### src/rtl/celery_pkg.sv
// Shared definitions for the UART response transmitter.
//   RESP_SYNC        sync byte that opens every response packet
//   RESP_ACK/STATUS/ERR  response opcodes
//   resp_t           one queued response request (opcode + payload)
//   tx_state_e       bit-level serializer states
//   resp_checksum()  XOR of the three bytes after the sync byte
package celery_pkg;

   localparam logic [7:0] RESP_SYNC   = 8'hA5;
   localparam logic [7:0] RESP_ACK    = 8'h01;
   localparam logic [7:0] RESP_STATUS = 8'h02;
   localparam logic [7:0] RESP_ERR    = 8'h03;

   localparam int PKT_BYTES = 5;

   typedef struct packed {
      logic [7:0]  op;
      logic [15:0] data;
   } resp_t;

   typedef enum logic [1:0] {
      ST_IDLE  = 2'd0,
      ST_START = 2'd1,
      ST_DATA  = 2'd2,
      ST_STOP  = 2'd3
   } tx_state_e;

   function automatic logic [7:0] resp_checksum(input resp_t r);
      return r.op ^ r.data[15:8] ^ r.data[7:0];
   endfunction

endpackage

### src/rtl/uart_tx.sv
// Bit-level UART serializer: 1 start bit, 8 data bits LSB first, 1 stop bit.
//   clk, rst_n  system clock, async active-low reset
//   data, valid byte offered by the packet sequencer
//   ready       byte is taken on this edge if valid is high (idle, or last
//               cycle of a stop bit so frames run back-to-back)
//   busy        a frame is on the line
//   tx          serial output, idle high, registered
//
// state    | meaning
// ---------+-----------------------------------------------
// ST_IDLE  | line idle high, waiting for a byte
// ST_START | driving the start bit (0) for one bit time
// ST_DATA  | shifting out 8 data bits, LSB first
// ST_STOP  | driving the stop bit (1); may chain to ST_START
module uart_tx
   import celery_pkg::*;
#(
   parameter int CLK_FREQ  = 50_000_000,
   parameter int BAUD_RATE = 115200
) (
   input  logic       clk,
   input  logic       rst_n,
   input  logic [7:0] data,
   input  logic       valid,
   output logic       ready,
   output logic       busy,
   output logic       tx
);

   localparam int CLKS_PER_BIT = CLK_FREQ / BAUD_RATE;
   localparam int CNT_W        = (CLKS_PER_BIT > 1) ? $clog2(CLKS_PER_BIT) : 1;
   localparam logic [CNT_W-1:0] CNT_LOAD = CNT_W'(CLKS_PER_BIT - 1);
   localparam logic [CNT_W-1:0] CNT_ONE  = CNT_W'(1);

   tx_state_e        state_q, state_d;
   logic [CNT_W-1:0] cnt_q, cnt_d;
   logic [2:0]       bit_q, bit_d;
   logic [7:0]       sh_q, sh_d;
   logic             tx_q, tx_d;
   logic             bit_tc;

   // Down-counter reaches zero on the last cycle of the current bit.
   assign bit_tc = (cnt_q == '0);

   always_ff @(posedge clk or negedge rst_n) begin
      if (!rst_n) begin
         state_q <= ST_IDLE;
         cnt_q   <= '0;
         bit_q   <= '0;
         sh_q    <= '0;
         tx_q    <= 1'b1;
      end else begin
         state_q <= state_d;
         cnt_q   <= cnt_d;
         bit_q   <= bit_d;
         sh_q    <= sh_d;
         tx_q    <= tx_d;
      end
   end

   always_comb begin
      state_d = state_q;
      cnt_d   = cnt_q;
      bit_d   = bit_q;
      sh_d    = sh_q;
      tx_d    = tx_q;
      ready   = 1'b0;
      case (state_q)
         ST_IDLE: begin
            ready = 1'b1;
            if (valid) begin
               state_d = ST_START;
               cnt_d   = CNT_LOAD;
               sh_d    = data;
               tx_d    = 1'b0;
            end
         end
         ST_START: begin
            if (bit_tc) begin
               state_d = ST_DATA;
               cnt_d   = CNT_LOAD;
               bit_d   = '0;
               tx_d    = sh_q[0];
            end else begin
               cnt_d = cnt_q - CNT_ONE;
            end
         end
         ST_DATA: begin
            if (bit_tc) begin
               cnt_d = CNT_LOAD;
               if (bit_q == 3'd7) begin
                  state_d = ST_STOP;
                  tx_d    = 1'b1;
               end else begin
                  bit_d = bit_q + 3'd1;
                  sh_d  = {1'b0, sh_q[7:1]};
                  tx_d  = sh_q[1];
               end
            end else begin
               cnt_d = cnt_q - CNT_ONE;
            end
         end
         ST_STOP: begin
            if (bit_tc) begin
               // Accepting here keeps the next start bit flush with this stop bit.
               ready = 1'b1;
               if (valid) begin
                  state_d = ST_START;
                  cnt_d   = CNT_LOAD;
                  sh_d    = data;
                  tx_d    = 1'b0;
               end else begin
                  state_d = ST_IDLE;
                  tx_d    = 1'b1;
               end
            end else begin
               cnt_d = cnt_q - CNT_ONE;
            end
         end
         default: begin
            state_d = ST_IDLE;
            tx_d    = 1'b1;
         end
      endcase
   end

   assign busy = (state_q != ST_IDLE);
   assign tx   = tx_q;

endmodule

### src/rtl/uart_resp_tx.sv
// Response packet transmitter: queues (op, data) requests in a FIFO and sends
// each as a 5-byte UART packet A5, op, data[15:8], data[7:0], checksum.
//   clk, rst_n             system clock, async active-low reset
//   resp_valid/resp_ready  request handshake; resp_ready = FIFO not full
//   resp_op, resp_data     request contents, captured on the transfer edge
//   tx                     UART serial output, idle high
//   tx_busy                packet in flight or FIFO non-empty
//
// A one-byte staging register sits between the packet sequencer and the
// serializer. It is refilled the cycle after the serializer takes a byte, so
// the next byte is always ready well before the current stop bit ends. The
// FIFO entry is popped and latched when byte 0 of its packet is staged.
module uart_resp_tx
   import celery_pkg::*;
#(
   parameter int CLK_FREQ   = 50_000_000,
   parameter int BAUD_RATE  = 115200,
   parameter int FIFO_DEPTH = 4
) (
   input  logic        clk,
   input  logic        rst_n,
   input  logic        resp_valid,
   output logic        resp_ready,
   input  logic [7:0]  resp_op,
   input  logic [15:0] resp_data,
   output logic        tx,
   output logic        tx_busy
);

   localparam int PTR_W = $clog2(FIFO_DEPTH);
   typedef logic [PTR_W:0] cnt_t;
   localparam cnt_t       FULL_CNT = cnt_t'(FIFO_DEPTH);
   localparam logic [2:0] LAST_IDX = 3'(PKT_BYTES - 1);

   resp_t            mem_q [FIFO_DEPTH];
   resp_t            mem_d [FIFO_DEPTH];
   logic [PTR_W-1:0] wr_ptr_q, wr_ptr_d;
   logic [PTR_W-1:0] rd_ptr_q, rd_ptr_d;
   cnt_t             cnt_q, cnt_d;
   resp_t            cur_q, cur_d;
   logic [2:0]       idx_q, idx_d;
   logic [7:0]       stg_q, stg_d;
   logic             stg_vld_q, stg_vld_d;
   logic             rdy_en_q, rdy_en_d;

   logic fifo_empty, fifo_full;
   logic push, pop, load, take;
   logic utx_ready, utx_busy;

   assign fifo_empty = (cnt_q == '0);
   assign fifo_full  = (cnt_q == FULL_CNT);

   // rdy_en_q holds resp_ready low during reset and releases it on the first edge.
   assign resp_ready = rdy_en_q & ~fifo_full;
   assign push       = resp_valid & resp_ready;
   assign take       = stg_vld_q & utx_ready;
   assign load       = ~stg_vld_q & ((idx_q != 3'd0) | ~fifo_empty);
   assign pop        = load & (idx_q == 3'd0);

   always_ff @(posedge clk or negedge rst_n) begin
      if (!rst_n) begin
         for (int i = 0; i < FIFO_DEPTH; i++) begin
            mem_q[i] <= '0;
         end
         wr_ptr_q  <= '0;
         rd_ptr_q  <= '0;
         cnt_q     <= '0;
         cur_q     <= '0;
         idx_q     <= '0;
         stg_q     <= '0;
         stg_vld_q <= 1'b0;
         rdy_en_q  <= 1'b0;
      end else begin
         mem_q     <= mem_d;
         wr_ptr_q  <= wr_ptr_d;
         rd_ptr_q  <= rd_ptr_d;
         cnt_q     <= cnt_d;
         cur_q     <= cur_d;
         idx_q     <= idx_d;
         stg_q     <= stg_d;
         stg_vld_q <= stg_vld_d;
         rdy_en_q  <= rdy_en_d;
      end
   end

   always_comb begin
      mem_d     = mem_q;
      wr_ptr_d  = wr_ptr_q;
      rd_ptr_d  = rd_ptr_q;
      cur_d     = cur_q;
      idx_d     = idx_q;
      stg_d     = stg_q;
      stg_vld_d = stg_vld_q;
      rdy_en_d  = 1'b1;

      if (push) begin
         mem_d[wr_ptr_q] = {resp_op, resp_data};
         wr_ptr_d        = wr_ptr_q + 1'b1;
      end

      if (pop) begin
         cur_d    = mem_q[rd_ptr_q];
         rd_ptr_d = rd_ptr_q + 1'b1;
      end

      cnt_d = cnt_q + cnt_t'(push) - cnt_t'(pop);

      // load and take are exclusive: load needs the staging slot empty, take needs it full.
      if (load) begin
         stg_vld_d = 1'b1;
         idx_d     = (idx_q == LAST_IDX) ? 3'd0 : idx_q + 3'd1;
         case (idx_q)
            3'd0:    stg_d = RESP_SYNC;
            3'd1:    stg_d = cur_q.op;
            3'd2:    stg_d = cur_q.data[15:8];
            3'd3:    stg_d = cur_q.data[7:0];
            default: stg_d = resp_checksum(cur_q);
         endcase
      end else if (take) begin
         stg_vld_d = 1'b0;
      end
   end

   uart_tx #(
      .CLK_FREQ  (CLK_FREQ),
      .BAUD_RATE (BAUD_RATE)
   ) u_uart_tx (
      .clk   (clk),
      .rst_n (rst_n),
      .data  (stg_q),
      .valid (stg_vld_q),
      .ready (utx_ready),
      .busy  (utx_busy),
      .tx    (tx)
   );

   assign tx_busy = utx_busy | ~fifo_empty | stg_vld_q | (idx_q != 3'd0);

endmodule

### config.mk
export PLATFORM = sky130hd
export DESIGN_NAME = uart_resp_tx
export DESIGN_NICKNAME = d
export VERILOG_FILES = /design/src/rtl/celery_pkg.sv /design/src/rtl/uart_tx.sv /design/src/rtl/uart_resp_tx.sv
export SDC_FILE = /design/constraint.sdc
export NUM_CORES = 1
export LEC_CHECK = 0
export CORE_MARGIN = 5
export CORE_UTILIZATION = 55
export CTS_CLUSTER_DIAMETER = 100
export DETAILED_ROUTE_END_ITERATION = 16
export MAX_ROUTING_LAYER = met4
export PLACE_DENSITY = 0.78
export SYNTH_ARGS = -nofsm -noshare
export SYNTH_HDL_FRONTEND = slang
export SYNTH_SLANG_ARGS = --single-unit
### constraint.sdc
create_clock -name clk -period 2.8 [get_ports clk]
set_clock_uncertainty 0.2 [all_clocks]
set_input_delay 0.42 -clock clk [delete_from_list [all_inputs] [get_ports clk]]
set_output_delay 0.42 -clock clk [all_outputs]
set_load 0.005 [all_outputs]
==> results.toml <==
[clock_network]
cts_buffers = 17
clock-sinks = 163
clk_root_buffer_cell = "clkbuf_16"
path_clk_slew_ps = 70
clock_latency_at_the_later_pin_of_the_worst_skew_pair_ps = 420
clock_tree.htree_level_count = 4
cts.path.max_buffers = 2
cts_tree = "built"

[die]
die_width_um = 129
core-area_mm2 = 0.0139
effective_utilization_at_floorplan_pct = 56.0
die_area_mm2 = 0.0166
design.portCount = 30
fp-row-count = 43
die_h_um = 129

[final_layout]
antenna_cells = 0
area_growth_syn_to_layout_pct = 15.1
mostFrequentLayoutCells = "dfrtp_1 (162), mux2_2 (131), clkdlybuf4s50_1 (28), nand2_1 (27), o21ai_0 (26)"
final_core_utilization_pct = 64.5
post_route_cells_drive_above_1_share_pct = 34.1
finish.net_count = 669
layout_commonest_cell = "dfrtp_1"

[global_route]
first_global_vias = 5210
grt_first_pass_wirelength_mm = 26.3
antenna_found_initial = 0
grt_max_degree = 67
gr-usage-all-layers_pct = 20.8
overflow = 0

[synth]
postSynthCellCount = 583
combinational_family_with_the_most_area_after_synthesis = "multiplexers"
ys_seq_elements = 163
muxShareOfSynthArea_pct = 26.2
post_synth_fa_ha_maj_area_fraction_pct = 3.31
synth_area_leader_cell = "dfrtp_1"
ys_seq_area_share_pct = 52.5
fraction_of_the_mapped_netlist_area_in_simple_logic_gates_pct = 5.02
synth-xor-area-share_pct = 1.91
synth_ff_type = "dfrtp_1"
synth.top_cell.area_share_pct = 52.1
number_of_enable_type_register_cells_in_the_synthesized_netlist = 0
synth_compound_gate_area_share_pct = 7.95
netlist-cell-type-count = 54
syn_area_cell_um2 = 13.3
postSynthNetCount = 630
syn_area_mm2 = 0.00778
yosysWarnings = 0
share_of_flip_flops_with_an_asynchronous_set_or_reset_pct = 100
synthTopCellsByArea = "dfrtp_1 (52%), mux2_2 (19%), mux4_2 (7.0%)"

[critical_path]
cp_data_required_time_ps = 2180
critical_path_cell_sequence = "inv_1, ha_1, nand2b_1, nor4_2, nand2_1, clkdlybuf4s50_1"
worst_path_largest_cell_delay_ps = 470
setup.worst_path.start = "idx_q[0]"
cp_slowest_cell = "clkdlybuf4s50_1"
critical_path.endpoint_type = "output pin"
critical_path.startpoint_type = "flop"
critical_path_class = "flop to output pin"
regToRegStartpoint = "u_uart_tx.cnt_q[0]"
cp_max_fo = 4
cp_data_arrival_time_ps = 2020

[timing]
post-route-min-period_ps = 2640
fraction_of_the_cycle_the_final_worst_path_needs_pct = 94.3
max_freq_mhz = 379
timing.max_slew.rel_slack_pct = 57.9
setup-violations-final = 0
setup_total_negative_slack_ps = 0
drv_slew = 0
worst_pin_slew_ps = 632
worst_slack_ps = 161
rsz0062_at_grt = "no"
final_hold_viol_count = 0

[placed_design]
dp_worst_setup_slack_ps = 362
finalWeightedCongestion = 0.853
portBuffers = 29
dpl.hpwl_mm = 10.3

[detailed_routing]
detail-route-antenna-nets = 0
drt_iter0_markers = 394
via_per_inst = 5.94
routedWlPerCell_um = 18.9
firstDrtPassIters = 4
via_count = 4839
remaining_drc_errors = 0
routed_wirelength_mm = 15.3

[run_status]
status = "complete, no violations"

[run]
cap_violations = 0

[power]
cell_leakage_power_nw = 3.89
power_density_mw_per_mm2 = 828
power.ir.vdd_worst_mv = 0.663

[hold_path]
hold_class = "flop to flop"
hold_start = "u_uart_tx.cnt_q[6]"
-- registers in the layout, summed over array words and instances, names as in the netlist, 3 cells and up --
| register | count |
|---|---|
| mem_q | 96 |
| cur_q | 24 |
| u_uart_tx.bit_q | 3 |
| u_uart_tx.cnt_q | 9 |
| stg_q | 8 |
| idx_q | 3 |
| cnt_q | 3 |
| u_uart_tx.sh_q | 8 |
-- synth_stat cells, drive strengths merged, types with 2 or more instances --
| cell type | n |
|---|---|
| mux2 | 131 |
| a211oi | 8 |
| inv | 23 |
| nand3 | 5 |
| nor4 | 3 |
| nand2b | 4 |
| nand4 | 2 |
| nor3 | 5 |
| buf | 19 |
| xnor2 | 11 |
| nor2b | 4 |
| a21oi | 14 |
| o311a | 2 |
| o2bb2ai | 2 |
| a22oi | 2 |
| mux2i | 2 |
| xor2 | 6 |
| nand2 | 27 |
| dfrtp | 162 |
| a31oi | 19 |
| ha | 19 |
| a222oi | 4 |
| mux4 | 24 |
| and3b | 2 |
| o31ai | 3 |
| nor2 | 22 |
| clkbuf | 10 |
| o21ai | 26 |
-- cells by family after synthesis --
| kind of cell | after synthesis |
|---|---|
| AOI/OAI and AO/OA | 91 |
| xor gates and xnor gates | 17 |
| adders and majority gates | 20 |
| buffers and inverters | 53 |
| DFF | 163 |
| muxes | 157 |
| other | 1 |
| and+or+nand+nor | 81 |
-- worst paths after layout --
path	endpoint	slack, ps	cells past startpoint
setup / recovery	tx_busy	160	6
hold / removal	u_uart_tx.cnt_q[6]	300	1
setup reg to reg	u_uart_tx.sh_q[6]	410	6
hold reg to reg	u_uart_tx.cnt_q[6]	300	1
max in group asynchronous	mem_q[66]	1230	3
min in group asynchronous	u_uart_tx.sh_q[0]	350	2
-- worst max-delay path: cells and delay by family (launching register included) --
family / cells / cell delay [ps]
buf+inv: 2 / 590
simple gates: 3 / 420
flops: 1 / 400
fa+ha+maj: 1 / 180
-- routing by layer --
metal  vias to the layer above  track usage, %  routed length (µm)
met5                         -               -                   0
met4                         0            5.19                 142
met2                        76            33.7                7850
li1                       2228               -                   -
met1                      2520            26.6                6900
met3                        15            4.98                 463
-- final cells by class --
class | count | area, µm²
clock buffer | 19 | 453
multi-input combinational | 367 | 3480
clock inverter | 12 | 170
sequential | 163 | 4080
fill | 1032 | 4930
tap | 180 | 225
inverter | 24 | 90.1
timing repair buffer | 49 | 457
-- report_power, final --
| group | internal (mW) | switching (mW) | leakage, nW |
|---|---|---|---|
| Sequential | 3.09 | 0.386 | 2.02 |
| Combinational | 0.973 | 0.523 | 1.57 |
| Clock | 1.47 | 0.971 | 0.296 |
| Total | 5.53 | 1.88 | 3.89 |
-- timing repair --
item,4_1_cts,5_1_grt
endpoints found under the hold margin,62,0
resized for setup,0,2
setup buffers,0,0
setup endpoints to repair,0,1
hold buffers,1,0
-- per-stage QoR --
step / instances / power, mW / hold WS, ps / area [µm²]
finish: 814 / 7.41 / 302 / 8950
CTS: 814 / 7.48 / 305 / 8940
global route: 814 / 7.78 / 318 / 8950
floorplan: 583 / 4.54 / -75.6 / 7780
detailed placement: 782 / 5.02 / 245 / 8310
global placement: 782 / 4.84 / 235 / 8310
(Power assumes the default switching activity.)
